==> config.mk <==
export PLATFORM = sky130hd
export DESIGN_NAME = ram_stream_loader
export DESIGN_NICKNAME = d
export VERILOG_FILES = /design/src/rtl/ram_stream_loader.sv
export SDC_FILE = /design/constraint.sdc
export NUM_CORES = 1
export LEC_CHECK = 0
export ABC_AREA = 1
export CELL_PAD_IN_SITES_DETAIL_PLACEMENT = 1
export CELL_PAD_IN_SITES_GLOBAL_PLACEMENT = 2
export CORE_ASPECT_RATIO = 0.7
export CORE_MARGIN = 3
export CORE_UTILIZATION = 20
export CTS_CLUSTER_DIAMETER = 120
export CTS_CLUSTER_SIZE = 40
export DETAILED_ROUTE_END_ITERATION = 12
export GPL_TIMING_DRIVEN = 0
export HOLD_SLACK_MARGIN = 0.05
export PLACE_DENSITY = 0.76
export SYNTH_ARGS = -nofsm -noshare
export SYNTH_HDL_FRONTEND = slang
export SYNTH_SLANG_ARGS = --single-unit
==> constraint.sdc <==
create_clock -name clk -period 1.65 [get_ports clk]
set_clock_uncertainty 0.05 [all_clocks]
set_input_delay 0.2475 -clock clk [delete_from_list [all_inputs] [get_ports clk]]
set_output_delay 0.2475 -clock clk [all_outputs]
set_load 0.01 [all_outputs]
==> src/rtl/ram_stream_loader.sv <==
// Fill/dump sequencer for a 16x8 asynchronous-read RAM: writes a valid/ready byte
// stream into consecutive locations and replays a range as a registered stream.
module ram_stream_loader #(
    parameter int DATA_W = 8,
    parameter int ADDR_W = 4
) (
    input  logic              clk,
    input  logic              rst_n,
    input  logic              start_fill,
    input  logic              start_dump,
    input  logic [ADDR_W:0]   len,
    input  logic              in_valid,
    input  logic [DATA_W-1:0] in_data,
    output logic              in_ready,
    output logic              out_valid,
    output logic [DATA_W-1:0] out_data,
    input  logic              out_ready,
    output logic              ram_we,
    output logic [ADDR_W-1:0] ram_addr,
    output logic [DATA_W-1:0] ram_din,
    input  logic [DATA_W-1:0] ram_dout,
    output logic              busy,
    output logic              done
);

    localparam int CNT_W = ADDR_W + 1;
    localparam logic [CNT_W-1:0] DEPTH = CNT_W'(2 ** ADDR_W);

    typedef enum logic [1:0] {
        IDLE     = 2'd0,
        FILL     = 2'd1,
        DUMP_RD  = 2'd2,
        DUMP_OUT = 2'd3
    } state_t;

    state_t            state_r, state_s;
    logic [CNT_W-1:0]  cnt_r, cnt_s;
    logic [CNT_W-1:0]  len_q_r, len_q_s;
    logic [DATA_W-1:0] out_data_r, out_data_s;
    logic              done_r, done_s;
    logic              is_last_s;

    // A length of zero or beyond the RAM depth means "whole RAM".
    function automatic logic [CNT_W-1:0] norm_len(input logic [CNT_W-1:0] l);
        if ((l == {CNT_W{1'b0}}) || (l > DEPTH)) begin
            return DEPTH;
        end else begin
            return l;
        end
    endfunction

    assign is_last_s = (cnt_r == (len_q_r - CNT_W'(1)));

    // Next-state, counter, length latch and output-data selection.
    always_comb begin
        state_s    = state_r;
        cnt_s      = cnt_r;
        len_q_s    = len_q_r;
        out_data_s = out_data_r;
        done_s     = 1'b0;
        case (state_r)
            IDLE: begin
                if (start_fill) begin
                    state_s = FILL;
                    len_q_s = norm_len(len);
                    cnt_s   = {CNT_W{1'b0}};
                end else if (start_dump) begin
                    state_s = DUMP_RD;
                    len_q_s = norm_len(len);
                    cnt_s   = {CNT_W{1'b0}};
                end else begin
                    state_s = IDLE;
                end
            end
            FILL: begin
                if (in_valid) begin
                    if (is_last_s) begin
                        state_s = IDLE;
                        done_s  = 1'b1;
                    end else begin
                        cnt_s = cnt_r + CNT_W'(1);
                    end
                end else begin
                    state_s = FILL;
                end
            end
            DUMP_RD: begin
                out_data_s = ram_dout;
                state_s    = DUMP_OUT;
            end
            DUMP_OUT: begin
                if (out_ready) begin
                    if (is_last_s) begin
                        state_s = IDLE;
                        done_s  = 1'b1;
                    end else begin
                        cnt_s   = cnt_r + CNT_W'(1);
                        state_s = DUMP_RD;
                    end
                end else begin
                    state_s = DUMP_OUT;
                end
            end
            default: begin
                state_s = IDLE;
            end
        endcase
    end

    // State and datapath registers; reset aborts any operation in flight.
    always_ff @(posedge clk or negedge rst_n) begin
        if (!rst_n) begin
            state_r    <= IDLE;
            cnt_r      <= {CNT_W{1'b0}};
            len_q_r    <= DEPTH;
            out_data_r <= {DATA_W{1'b0}};
            done_r     <= 1'b0;
        end else begin
            state_r    <= state_s;
            cnt_r      <= cnt_s;
            len_q_r    <= len_q_s;
            out_data_r <= out_data_s;
            done_r     <= done_s;
        end
    end

    // RAM port and stream handshakes decode straight from the state register.
    assign in_ready  = (state_r == FILL);
    assign ram_we    = (state_r == FILL) && in_valid;
    assign ram_din   = (state_r == FILL) ? in_data : {DATA_W{1'b0}};
    assign ram_addr  = (state_r == IDLE) ? {ADDR_W{1'b0}} : cnt_r[ADDR_W-1:0];
    assign out_valid = (state_r == DUMP_OUT);
    assign out_data  = out_data_r;
    assign busy      = (state_r != IDLE);
    assign done      = done_r;

endmodule

==> results.ini <==
[flow_run]
cap_violations = 0

[clock_tree]
cts.reportedPaths.clkPinSlew_ns = 0.09
cts_hold_buffers = 0
numCtsBuffers = 3
insertion_delay_ns = 0.27
tritoncts = done
clockRootBuffer = clkbuf_8
h-tree-depth = 1
cts_max_path_buffers = 2
clock_sinks = 21

[floorplanning]
rows = 24
core_area_um2 = 6306
dieHeight_um = 73.84
ioPinCount = 52
die_area_um2 = 7599
start_util = 0.2085
die_w_um = 102.9

[synthesis]
ys_ff_latch = 21
synth_top_area_cell = dfrtp_1
synth_area_um2 = 1315
synth.avg_cell_area_um2 = 7.032
synth.area.top_cells = dfrtp_1 (38%), nand2_1 (21%), inv_1 (8.0%), nor2_1 (6.3%), nand4_1 (3.3%)
ys_types = 22
synthCells = 187
syn_nets = 217
yosysWarnings = 0
ys_seq_area_frac = 0.4006
yosysTopAreaCellShare = 0.3806

[final_layout]
final_common_cell = nand2_1
n_antenna_cell = 0
post-route-cell-area_um2 = 2078
fillCellCount = 808
drive_gt1_frac = 0.1865
syn2layout_area_growth_pct = 58.04
final_cell_mix = nand2_1 (70), clkdlybuf4s50_1 (35), inv_1 (26)
nets = 283

[outcome]
status = finished with violations
violations = setup timing

[place]
place_area_um2 = 1923
dp_slack_ns = -0.1552
gp_congestion = 0.7253
dp_hpwl_mm = 3.067
numPortBuffers = 51

[worst_setup_path]
cp-start-kind = flop
crit_arrival_ns = 1.79
rrSetupSlack_ns = -0.03
setup.worst_path.end_class = flop
crit_fanout = 5
worstSetupPathType = flop to flop
crit_required_ns = 1.76

[route]
topRoutingLayerUsed = met4
wl_met3_um = 246
initialDrtViolationCount = 40
drt_drc_violations_left = 0
vias_per_cell = 4.139
vias = 1366
met2_length_mm = 1.670
wirelength_mm = 4.055
drt-met1-wl_mm = 2.119
drtAntennaViolNets = 0
firstDrtPassIters = 4
post_drt_wl_per_cell_um = 12.29

[power]
power.density_nw_per_um2 = 1664
p_leak_uw = 0.001053
vdd_drop_max_mv = 0.8161

[global_routing]
grt_pass1_vias = 1284
grt_pass1_wl_mm = 6.320
grtUsageTotal = 0.1059
grt_remaining_overflow = 0
antenna_found_initial = 0
grt_max_degree = 22

[timing]
hold_viol = 0
setup_tns_ns = -0.09477
fin_crit_sh = 1.020
setup_slack_ns = -0.03256
period_minus_slack_ns = 1.683
relSlewSlack = 0.3263
setup_violations = 5
rsz0062_at_grt = true
fmax_mhz = 594.3
max_slew.worst_pin.slew_ns = 1.007
drv_slew = 0

[min_path]
hp-class = flop to flop

power breakdown:
part	leakage, uW	switching, uW	total, uW	internal [uW]
logic	0.000770	1210	2190	974
registers	0.000262	175	909	734
clock network	0.0000217	190	360	171
through the flow:
stage | cells | utilization | total power [uW] | hold slack [ns]
final | 330 | 0.3296 | 3458 | 0.4305
after global routing | 330 | 0.3296 | 3778 | 0.4621
after floorplan | 187 | - | 2059 | -0.09809
after global placement | 316 | 0.3050 | 2883 | 0.4068
after detailed placement | 316 | 0.3050 | 2913 | 0.4084
after CTS | 329 | 0.3284 | 3466 | 0.4312
worst max-delay path, cell delays in order (launching register included):
cell     delay (ns)
dfrtp_1        0.35
buf_6          0.13
nor2_4         0.04
buf_6          0.12
buf_6          0.11
buf_4          0.12
buf_4          0.12
buf_4          0.14
nand2_2        0.13
nand3_4        0.12
nand2_1        0.10
nand2_1        0.05
flip-flops by register name, indices dropped and copies added (netlist names):
register,count
out_data,8
state_r,2
done,1
len_q_r,5
cnt_r,5
synthesized netlist by cell type:
cell,instances
o31ai_1,4
nand4_1,7
or2_2,1
o21ai_2,1
nor3_1,1
a21oi_1,2
o21ai_0,1
dfstp_2,1
buf_6,1
a211oi_4,1
inv_2,4
nand2_1,72
nor2_1,22
nor2_2,3
nor2_4,2
ha_1,3
xor2_1,1
inv_1,28
dfrtp_1,20
nand3_1,8
nand3_4,2
nand2_2,2
layout make-up:
cell class	count	area, um^2	area share
multi-input cells	133	704.4	0.3390
repair buffers	61	565.5	0.2721
clock inverters	1	7.507	0.003612
inverters	32	120.1	0.05780
well taps	78	97.59	0.04696
flip-flops and latches	21	530.5	0.2553
clock buffers	3	41.29	0.01987
plain buffers	1	11.26	0.005418
routing by layer:
layer / track usage / vias to the layer above
met5: 0 / -
met4: 0.01293 / 0
met3: 0.03036 / 2
met2: 0.1528 / 29
met1: 0.1597 / 630
li1: - / 705
final timing paths:
kind,start,endpoint,cells past startpoint
max,state_r[0]$_DFFE_PN0P_,cnt_r[0]$_DFFE_PN0P_,11
min in group asynchronous,rst_n,out_data[2]$_DFFE_PN0P_,1
max in group asynchronous,rst_n,state_r[1]$_DFFE_PN0P_,1
max reg2reg,state_r[0]$_DFFE_PN0P_,cnt_r[0]$_DFFE_PN0P_,11
min,out_data[2]$_DFFE_PN0P_,out_data[2]$_DFFE_PN0P_,2
min reg2reg,out_data[2]$_DFFE_PN0P_,out_data[2]$_DFFE_PN0P_,2
repair_timing:
item | CTS | global route
endpoints found under the setup margin | 24 | 21
pin swaps | 4 | 3
gates resized for setup | 36 | 11
setup buffers | 9 | 1
cells by family after synthesis:
| group | Yosys count | synth area share |
|---|---|---|
| compound gates | 9 | 0.05614 |
| xor+xnor | 1 | 0.006662 |
| buf+inv | 33 | 0.09990 |
| flops | 21 | 0.4006 |
| fa+ha+maj | 3 | 0.02855 |
| simple gates | 120 | 0.4082 |
No activity file was read; power rests on OpenSTA's default activity.
